===== config.mk =====
export PLATFORM = sky130hd
export DESIGN_NAME = conv_enc_stream
export DESIGN_NICKNAME = d
export VERILOG_FILES = /design/src/rtl/conv_enc_stream.sv
export SDC_FILE = /design/constraint.sdc
export NUM_CORES = 1
export LEC_CHECK = 0
export ABC_AREA = 1
export CAP_MARGIN = 20
export CORE_MARGIN = 5
export CORE_UTILIZATION = 25
export DETAILED_ROUTE_END_ITERATION = 8
export GPL_TIMING_DRIVEN = 1
export PLACE_DENSITY = 0.58
export SYNTH_ARGS = -nofsm -noshare
export SYNTH_HDL_FRONTEND = slang
export SYNTH_SLANG_ARGS = --single-unit

===== constraint.sdc =====
create_clock -name clk -period 1.43 [get_ports clk]
set_input_delay 0.143 -clock clk [delete_from_list [all_inputs] [get_ports clk]]
set_output_delay 0.143 -clock clk [all_outputs]
set_load 0.005 [all_outputs]

===== src/rtl/conv_enc_stream.sv =====
// -----------------------------------------------------------------------------
// conv_enc_stream
//
// Rate-1/N feed-forward convolutional encoder with valid/ready handshakes on
// both sides and optional zero-tail frame termination. It sits between the
// bit source (scrambler/framer) and the modulator mapper.
//
// Parameters:
//   K        constraint length (>= 2); shift memory holds K-1 past bits
//   N        coded bits produced per info bit
//   GEN      N*K packed generators; GEN[j*K +: K] drives coded[j], and bit i
//            taps the input from i beats ago (bit 0 = current bit)
//   TAIL_EN  1: flush K-1 zero bits after in_last and flag the final tail beat
//            0: flag the in_last beat itself and clear the shift memory
//
// Ports:
//   clk        rising-edge clock
//   srst_n     asynchronous active-low reset
//   info       info bit
//   in_valid   info beat valid
//   in_last    last info bit of the frame (ignored while in_valid=0)
//   in_ready   encoder accepts an info beat this cycle
//   coded      N coded bits of the current output beat
//   out_valid  coded beat valid
//   out_last   last coded beat of the frame
//   out_ready  downstream accepts the coded beat
//   busy       high while flushing the tail or holding an output beat
// -----------------------------------------------------------------------------
module conv_enc_stream #(
  parameter int K       = 3,
  parameter int N       = 2,
  parameter     GEN     = {3'b101, 3'b111},
  parameter bit TAIL_EN = 1'b1
) (
  input  logic         clk,
  input  logic         srst_n,
  input  logic         info,
  input  logic         in_valid,
  input  logic         in_last,
  output logic         in_ready,
  output logic [N-1:0] coded,
  output logic         out_valid,
  output logic         out_last,
  input  logic         out_ready,
  output logic         busy
);

  // Elaboration-time parameter legality.
  if (K < 2 || N < 1 || $bits(GEN) != N * K) begin : g_bad_param
    $error("conv_enc_stream: need K >= 2, N >= 1 and GEN exactly N*K bits wide");
  end

  localparam logic [N*K-1:0] GEN_V = GEN;
  localparam int             CW    = $clog2(K);

  typedef enum logic {
    RUN,
    TAIL
  } state_t;

  state_t          state;
  logic [K-2:0]    sr;        // sr[0] = bit from 1 beat ago
  logic [CW-1:0]   tail_cnt;  // remaining tail beats
  logic [K-1:0]    w;         // encoding window, w[0] = current bit
  logic [N-1:0]    enc;
  logic            out_load;  // output register may take a new beat
  logic            accept;

  // During the tail the window is fed with zeros.
  assign w        = {sr, (state == TAIL) ? 1'b0 : info};
  assign out_load = !out_valid || out_ready;
  assign in_ready = (state == RUN) && out_load;
  assign accept   = in_valid && in_ready;
  assign busy     = (state == TAIL) || out_valid;

  // NOTE: give every always_comb output a default before any branch or loop,
  // otherwise an unassigned path infers a latch.
  always_comb begin
    enc = '0;
    for (int j = 0; j < N; j++) begin
      enc[j] = ^(GEN_V[j*K +: K] & w);
    end
  end

  // Shifting w[K-2:0] into sr pushes the current bit in at sr[0]; written this
  // way it stays legal for K=2 where sr is a single bit.
  // NOTE: sequential state uses non-blocking assignments only, so every
  // register samples the pre-edge values regardless of statement order.
  always_ff @(posedge clk or negedge srst_n) begin
    if (!srst_n) begin
      state     <= RUN;
      sr        <= '0;
      tail_cnt  <= '0;
      coded     <= '0;
      out_valid <= 1'b0;
      out_last  <= 1'b0;
    end else begin
      // A transfer empties the output stage unless a new beat is loaded below.
      if (out_valid && out_ready) begin
        out_valid <= 1'b0;
        out_last  <= 1'b0;
      end

      unique case (state)
        RUN: begin
          if (accept) begin
            coded     <= enc;
            out_valid <= 1'b1;
            if (in_last && TAIL_EN) begin
              sr       <= w[K-2:0];
              tail_cnt <= CW'(K - 1);
              out_last <= 1'b0;
              state    <= TAIL;
            end else if (in_last) begin
              // Unterminated frame: the next frame restarts from the zero state.
              sr       <= '0;
              out_last <= 1'b1;
            end else begin
              sr       <= w[K-2:0];
              out_last <= 1'b0;
            end
          end
        end

        TAIL: begin
          if (out_load) begin
            coded     <= enc;
            out_valid <= 1'b1;
            sr        <= w[K-2:0];
            tail_cnt  <= tail_cnt - 1'b1;
            // After K-1 zero shifts sr is back at zero.
            if (tail_cnt == CW'(1)) begin
              out_last <= 1'b1;
              state    <= RUN;
            end else begin
              out_last <= 1'b0;
            end
          end
        end

        default: state <= RUN;
      endcase
    end
  end

endmodule


==> results by group, run 1 <==
Outcome
  – Status: finished, final reports clean

Worst setup path
  – Worst EP required: between 1 and 1.5 ns
  – Data arrival, critical path: about 1.2 ns
  – R2R Setup Slk: roughly 0.14 ns
  – Setup crit end kind: primary output
  – Worst setup SP type: flip-flop
  – RR Startpoint: out_valid$_DFF_PN0_
  – Worst r2r path cells: 7
  – CP Max Fanout: 3
  – CP Class: reg2out
  – Reg2reg end: coded[1]$_DFFE_PN0P_

Global route
  – First-pass GRT wire length: 1.77 mm
  – Total Routing Usage GR: 0.0896
  – Vias in the first global route: 431
  – Antenna violations before repair: 0
  – Largest net degree at the start of global routing: 10
  – Total gr overflow: 0

Die
  – Site row count: 15
  – Core area: around 0.0017 mm^2
  – Initial core utilization: 0.260
  – Die Y-Extent: around 52 um
  – Die width: between 50 and 60 um
  – Die ar.: 0.00272 mm^2
  – # IOs: 12

Layout
  – Most frequent cells in the layout: nand2_1, inv_1, dfrtp_1, clkdlybuf4s50_1, buf_4
  – Most common cell after layout, fill and taps aside: nand2_1
  – Fin util: 0.377
  – Ant diodes: 0
  – Layout cells sized above 1: 0.141
  – Nets: 86
  – Layout area overhead: 44.8%
  – Final Non-Filler Cells: between 100 and 150

Clock tree
  – CTS tree: built
  – Clock sinks: 9
  – Num CTS Buffers: 3
  – Clock transition at the registers of the reported paths: ~0.060 ns
  – H-tree levels: 1
  – Maximum clock insertion buffer count: 2
  – Post-CTS Hold Fix Bufs: 0
  – Clk_lat worst skew: between 0.2 and 0.3 ns
  – Root Buffer: clkbuf_4

STA
  – Fin crit period: around 1.4 ns
  – Final Max Tran Viols: 0
  – RSZ-0062 raised after global routing: no
  – Fmax: 736 MHz
  – Final Hold Viols: 0
  – Final setup viols: 0
  – Worst Tran Pin Value: around 0.46 ns
  – Period utilization: 0.950
  – Slew HR: 0.691
  – Final Skew: around 0.0032 ns

Power and ir drop
  – Pleak: ~0.33 nW
  – Peak supply drop: 0.683 mV
  – Pwr dens: around 1900 mW/mm^2

Detailed routing
  – Drt first pass iters: 1
  – Vias: 414
  – # DRC: 0
  – WL met3: 55 um
  – Post-route antenna net violation count: 0
  – Met2 routed WL: ~410 um
  – Drt via density: around 4
  – Initial DRC Count: 0
  – Total Wirelength: ~1000 um
  – WL per Instance: roughly 9.5 um
  – M1 wire length: between 400 and 500 um
  – Top layer reached by signal wires: met4

Placement
  – IO buf count: 11
  – # placed instances: just under 100
  – RD Place Congestion: just over 0.8
  – DP Wirelength: ~660 um

Logic synthesis
  – Synth warnings: 0
  – Synth unique cells: 14
  – Post-Syn Instances: 58
  – Post-synthesis sequential area ratio: 0.507
  – Post-Syn Area per Cell: 7.66 um^2
  – Synth Register Bits: 9
  – Mapped cell area: 444 um^2
  – Mapped Nets: between 60 and 70

Worst hold path
  – Type of the tightest min-delay check: in2async

Flow run
  – Max-cap violations: 0
==> worst max-delay path by stage <==
| stage | startpoint | to | slack [ns] | depth (start not counted) |
|---|---|---|---|---|
| 2_1_floorplan | state$_DFF_PN0_ | coded[0]$_DFFE_PN0P_ | 0.37 | 4 |
| 3_3_place_gp | out_ready | in_ready | -0.11 | 6 |
| 3_5_place_dp | out_ready | in_ready | -0.13 | 6 |
| 4_1_cts | out_valid$_DFF_PN0_ | in_ready | 0.01 | 5 |
| 5_1_grt | out_valid$_DFF_PN0_ | coded[1]$_DFFE_PN0P_ | 0.009 | 7 |
| 6_report | out_valid$_DFF_PN0_ | out_valid | 0.07 | 2 |
==> cell usage after synthesis, drive strengths merged <==
master	count	area [um^2]
nand2	20	75.1
inv	10	37.5
dfrtp	9	225
o21ai	5	25.0
nor2	4	15.0
nand3	3	15.0
a21oi	2	10.0
ha	1	12.5
o211ai	1	7.51
o22ai	1	6.26
or2	1	6.26
xor2	1	8.76
==> stage by stage <==
| stage | hold WS [ns] | instance area, um^2 | setup slack [ns] | setup TNS, ns | power (mW) |
|---|---|---|---|---|---|
| 2_1_floorplan | -0.153 | 444 | 0.366 | 0 | 0.736 |
| 3_3_place_gp | 0.464 | 608 | -0.114 | -0.141 | 0.975 |
| 3_5_place_dp | 0.465 | 608 | -0.129 | -0.168 | 0.980 |
| 4_1_cts | 0.180 | 647 | 0.0140 | 0 | 1.21 |
| 5_1_grt | 0.198 | 643 | 0.00920 | 0 | 1.32 |
| 6_report | 0.175 | 643 | 0.0719 | 0 | 1.20 |
==> logic make-up (layout without fill, tap and decap cells) <==
kind of cell,after synthesis,after routing,share of synthesized area
buf+inv,10,30,0.0845
fa+ha+maj,1,1,0.0282
flops,9,9,0.507
compound gates,9,9,0.110
simple gates,28,28,0.251
xor+xnor,1,1,0.0197
==> layout make-up <==
| class | instances | area [um^2] |
|---|---|---|
| Clock buffer | 4 | 26.3 |
| Fill cell | 175 | 1060 |
| Inverter | 10 | 37.5 |
| Multi-Input combinational cell | 39 | 181 |
| Sequential cell | 9 | 225 |
| Tap cell | 25 | 31.3 |
| Timing Repair Buffer | 16 | 141 |
==> layer usage <==
metal,global-route usage,vias to the layer above
met5,0,-
met4,0.0511,0
met3,0.0344,3
met2,0.130,12
met1,0.112,176
li1,-,223
==> worst max-delay path, stage by stage, from the launching register on <==
cell	delay, ns
dfrtp_1	0.34
buf_4	0.12
clkdlybuf4s50_1	0.49
==> state kept, by name (all words and copies together) (netlist names) <==
register	count
out_valid	1
sr	2
state	1
out_last	1
tail_cnt	2
coded	2
==> report_power, final <==
group / switching, mW / leakage [nW] / total [mW] / internal [mW]
registers: 0.0606 / 0.111 / 0.427 / 0.366
logic: 0.293 / 0.200 / 0.573 / 0.280
clock network: 0.0881 / 0.0150 / 0.196 / 0.108
total: 0.441 / 0.325 / 1.20 / 0.754
==> what timing repair did <==
item	in CTS	in global routing
resized for setup	2	2
gates cloned	0	0
setup buffers	2	0
endpoints found under the setup margin	2	1
Power figures use the tool's default switching activity.
==> run 2: changes to the inputs <==
PLACE_DENSITY = 0.6   (was 0.58)
clock period = 1.1 ns   (was 1.43 ns; I/O delays follow)
==> results by group, run 2 (synthesis gave the netlist of run 1 again) <==
Outcome
  – Status: finished, violations left
  – Failing checks: negative setup slack

STA
  – Final Max Tran Viols: 0
  – Final Hold Viols: 0
  – Fmax: between 800 and 900 MHz
  – TNS Setup: -0.425 ns
  – Setup ws final: -0.101 ns
  – WHS: about 0.14 ns
  – Fin crit period: 1.20 ns
  – Final setup viols: 8
  – RSZ-0062 raised after global routing: yes
  – Worst Tran Pin Value: around 0.38 ns
  – Final Skew: 0.00550 ns
  – Slew HR: 0.744
  – Period utilization: 1.09

Die
  – Initial core utilization: 0.260
  – # IOs: 12
  – Core area: about 0.0017 mm^2
  – Die Y-Extent: approximately 52 um
  – Die width: 52.2 um
  – Site row count: 15
  – Die ar.: ~0.0027 mm^2

Flow run
  – Max-cap violations: 0

Power and ir drop
  – Logic pwr share: 0.565
  – Pleak: about 0.39 nW
  – Peak supply drop: between 1 and 1.5 mV
  – Sequential share of power: 0.303
  – Switching power total: between 0.6 and 0.7 mW
  – Int Pwr: 1.17 mW
  – Pwr dens: between 2000 and 2500 mW/mm^2
  – Sw Share: 0.373
  – Clock share of power: 0.132
  – Tot Pwr: 1.87 mW

Layout
  – Final standard cell area without fillers: approximately 760 um^2
  – Fin util: 0.442
  – Nets: 92
  – Layout area overhead: 70.1%
  – Layout cells sized above 1: 0.333
  – Fillers: 170
  – Most frequent cells in the layout: nand2_1, dfrtp_1, inv_1, buf_6, clkdlybuf4s50_1
  – Most common cell after layout, fill and taps aside: nand2_1
  – Ant diodes: 0
  – Largest regs: coded x2, sr x2, tail_cnt x2

Global route
  – Met1 GRT Util: 0.0986
  – Gr busiest metal: met2
  – GR met3 Demand/Resource: 0.0201
  – Vias in the first global route: around 440
  – Met2 usage: 0.146
  – Total Routing Usage GR: 0.0867
  – Antenna violations before repair: 0
  – Total gr overflow: 0
  – First-pass GRT wire length: roughly 1.7 mm
  – Largest net degree at the start of global routing: 10

Detailed routing
  – Initial DRC Count: 10
  – # DRC: 0
  – Post-route antenna net violation count: 0
  – Vias: approximately 460
  – Drt first pass iters: 4
  – Drt via density: between 4 and 5
  – WL per Instance: roughly 10 um
  – Total Wirelength: ~1.1 mm

Worst setup path
  – Crit-path max cell delay: between 0.3 and 0.4 ns
  – Worst EP required: about 0.99 ns
  – Crit path max-delay family: flip-flops
  – Data arrival, critical path: between 1 and 1.5 ns
  – Worst setup SP type: flip-flop
  – Launch point of the worst path: out_valid$_DFF_PN0_
  – RR Startpoint: state$_DFF_PN0_
  – Worst path slowest cell: dfrtp_1
  – CP Max Fanout: 2
  – Buf/Inv on CP: 3
  – CP Class: reg2out
  – Setup crit end kind: primary output
  – CP cell instances: buf_6 -> nand2_4 -> inv_2 -> nor2_2 -> buf_2

Clock tree
  – Root Buffer: clkbuf_4
  – Clock sinks: 9
  – Clk_lat worst skew: 0.26 ns
  – CTS tree: built
  – H-tree levels: 1
  – Num CTS Buffers: 3
  – Clock transition at the registers of the reported paths: about 0.06 ns
  – Maximum clock insertion buffer count: 2

Placement
  – IO buf count: 11
  – RD Place Congestion: roughly 0.8
  – DP Area: 631 um^2
  – DP Wirelength: between 600 and 700 um

Worst hold path
  – Type of the tightest min-delay check: in2async
[run 2: cell count changes in the layout (fill, tap and decap cells not counted), moves of 2 or more]
cell / delta
clkdlybuf4s50_1: -4
nand2_2: +3
nand2_1: -5
buf_6: +8
dlygate4sd2_1: +2
nand2_4: +2
buf_2: +2
[run 2: layout make-up]
type / instances / area, um^2 / area share
Clock buffer: 4 / 26.3 / 0.0348
Inverter: 10 / 42.5 / 0.0563
Multi-Input combinational cell: 39 / 224 / 0.296
Sequential cell: 9 / 225 / 0.298
Tap cell: 25 / 31.3 / 0.0414
Timing Repair Buffer: 22 / 206 / 0.273
[run 2: timing repair]
| action | CTS | global route |
|---|---|---|
| buffers inserted | 5 | 0 |
| gates cloned | 0 | 0 |
| pin swaps | 5 | 3 |
| setup endpoints to repair | 12 | 10 |
| hold buffers | 0 | 0 |
| gates resized for setup | 34 | 4 |
[run 2: through the flow]
| step | cells | setup slack [ns] |
|---|---|---|
| CTS | 109 | -0.110 |
| global route | 109 | -0.139 |
| finish | 109 | -0.101 |
| detailed placement | 100 | -0.394 |
| global placement | 100 | -0.381 |
| floorplan | 58 | 0.0356 |
[run 2: worst paths after layout]
kind | end | slack, ns | cells past startpoint
hold / removal | sr[0]$_DFFE_PN0P_ | 0.14 | 1
hold reg to reg | tail_cnt[0]$_DFFE_PN0P_ | 0.48 | 1
min in group clk | tail_cnt[0]$_DFFE_PN0P_ | 0.48 | 1
setup / recovery | in_ready | -0.10 | 5
setup reg to reg | coded[0]$_DFFE_PN0P_ | -0.07 | 10
max in group asynchronous | tail_cnt[0]$_DFFE_PN0P_ | 0.69 | 1
[run 2: power groups by stage]
stage,logic [mW],registers (mW),clock network (mW)
after detailed placement,0.772,0.573,0
after global placement,0.764,0.575,0
after global routing,1.16,0.576,0.276
final,1.05,0.565,0.246
after floorplan,0.381,0.576,0
after CTS,0.991,0.561,0.264
[run 2: worst register-to-register path: cells and delay by family, from the launching register on]
family / cells / cell delay [ns]
DFF: 1 / 0.39
buffers and inverters: 3 / 0.32
and+or+nand+nor: 7 / 0.35
[run 2: metal layers]
metal | routed length, um | part of all wire | up-vias
met5 | 0 | 0 | -
met2 | 532 | 0.47 | 11
met1 | 512 | 0.46 | 212
met4 | 21 | 0.019 | 0
met3 | 54 | 0.048 | 2
li1 | - | - | 231
==> run 3: changes to the inputs <==
SETUP_SLACK_MARGIN = 0.3   (was not set)
==> results by group, run 3 (synthesis gave the netlist of run 1 again) <==
Outcome
  – Status: finished, violations left
  – Failing checks: negative setup slack

Worst setup path
  – Worst EP required: 0.99 ns
  – R2R Setup Slk: -0.07 ns
  – CP Max Fanout: 3
  – Data arrival, critical path: around 1.1 ns
  – RR Startpoint: out_valid$_DFF_PN0_
  – Worst r2r path cells: 8
  – Worst setup SP type: flip-flop
  – Setup crit end kind: primary output
  – CP Class: reg2out
  – Reg2reg end: coded[1]$_DFFE_PN0P_

STA
  – Final Hold Viols: 0
  – Final Max Tran Viols: 0
  – Fin crit period: ~1.2 ns
  – RSZ-0062 raised after global routing: yes
  – Period utilization: 1.09
  – Setup ws final: -0.104 ns
  – Worst Tran Pin Value: slightly below 0.4 ns
  – Final setup viols: 10
  – Final Skew: 0.000540 ns
  – Fmax: 830 MHz
  – Slew HR: 0.735
  – TNS Setup: -0.608 ns

Layout
  – Nets: 92
  – Layout cells sized above 1: 0.405
  – Most frequent cells in the layout: nand2_1, dfrtp_1, buf_4
  – Ant diodes: 0
  – Most common cell after layout, fill and taps aside: nand2_1
  – Layout area overhead: 66.8%
  – Largest regs: coded x2, sr x2, tail_cnt x2

Clock tree
  – Clock transition at the registers of the reported paths: roughly 0.06 ns
  – Maximum clock insertion buffer count: 2
  – Root Buffer: clkbuf_4
  – Clk_lat worst skew: between 0.2 and 0.3 ns
  – CTS tree: built
  – Clock sinks: 9
  – H-tree levels: 1
  – Num CTS Buffers: 3
  – Post-CTS Hold Fix Bufs: 0

Global route
  – First-pass GRT wire length: roughly 1.9 mm
  – Gr busiest metal: met2
  – Vias in the first global route: 491
  – Largest net degree at the start of global routing: 10
  – Met1 GRT Util: 0.105
  – GR met3 Demand/Resource: 0.0315
  – Total Routing Usage GR: 0.0962
  – Antenna violations before repair: 0
  – Total gr overflow: 0
  – Met2 usage: 0.159

Die
  – Initial core utilization: 0.260
  – Die ar.: 0.00272 mm^2
  – Die Y-Extent: between 50 and 60 um
  – Core area: between 0.0015 and 0.002 mm^2
  – Site row count: 15
  – # IOs: 12
  – Die width: 52.2 um

Flow run
  – Max-cap violations: 0

Detailed routing
  – Vias: 458
  – Post-route antenna net violation count: 0
  – Drt first pass iters: 4
  – Initial DRC Count: 6
  – # DRC: 0
  – Drt via density: 4.20
  – Total Wirelength: between 1 and 1.5 mm
  – WL per Instance: between 10 and 15 um

Placement
  – DP Wirelength: about 700 um
  – RD Place Congestion: 0.816
  – IO buf count: 11

Power and ir drop
  – Switching power total: ~0.7 mW
  – Tot Pwr: around 1.8 mW
  – Sw Share: 0.393
  – Pwr dens: about 2500 mW/mm^2
  – Clock share of power: 0.141
  – Logic pwr share: 0.539
  – Pleak: approximately 0.37 nW
  – Int Pwr: 1.10 mW
  – Sequential share of power: 0.320
  – Peak supply drop: between 0.9 and 1 mV

Worst hold path
  – Type of the tightest min-delay check: in2async
[run 3: layout make-up]
cell class	count	area, um^2
Clock buffer	4	26.3
Fill cell	169	967
Inverter	10	45.0
Multi-Input combinational cell	39	234
Tap cell	25	31.3
Timing Repair Buffer	22	178
Sequential cell	9	226
[run 3: how the worst max path moves through the flow]
stage                              startpoint                    to  slack (ns)
final                     out_valid$_DFF_PN0_                  busy       -0.10
after global routing      out_valid$_DFF_PN0_              in_ready       -0.15
after CTS                 out_valid$_DFF_PN0_                  busy        -0.1
after detailed placement            out_ready              in_ready       -0.36
after global placement              out_ready              in_ready       -0.34
after floorplan               state$_DFF_PN0_  coded[0]$_DFFE_PN0P_        0.13
[run 3: routing by layer]
| layer | up-vias | share of wire |
|---|---|---|
| met1 | 214 | 0.42 |
| li1 | 231 | - |
| met3 | 2 | 0.053 |
| met4 | 0 | 0.022 |
| met5 | - | 0 |
| met2 | 11 | 0.50 |
[run 3: power by group through the flow]
stage / logic, mW / registers (mW) / clock network [mW]
2_1_floorplan: 0.402 / 0.589 / 0
3_3_place_gp: 0.783 / 0.573 / 0
3_5_place_dp: 0.798 / 0.572 / 0
4_1_cts: 0.890 / 0.572 / 0.273
5_1_grt: 1.09 / 0.598 / 0.290
6_report: 0.980 / 0.581 / 0.257
[run 3: critical path, cell delays in order, from the launching register on]
cell and delay, ns:
dfrtp_1 0.41, or2_2 0.30, buf_2 0.13
[run 3: what timing repair did]
item | 4_1_cts | 5_1_grt
buffers inserted | 3 | 3
setup endpoints to repair | 15 | 15
resized for setup | 35 | 10
cloned | 0 | 0
pin swaps | 2 | 7
[run 3: stage by stage]
stage | std cells | hold slack (ns) | setup WS (ns) | utilization | area [um^2]
floorplan | 58 | -0.186 | 0.129 | - | 457
global placement | 99 | 0.430 | -0.342 | 0.372 | 636
detailed placement | 99 | 0.431 | -0.362 | 0.372 | 636
CTS | 106 | 0.144 | -0.0994 | 0.408 | 697
global route | 109 | 0.159 | -0.149 | 0.434 | 741
finish | 109 | 0.138 | -0.104 | 0.434 | 741
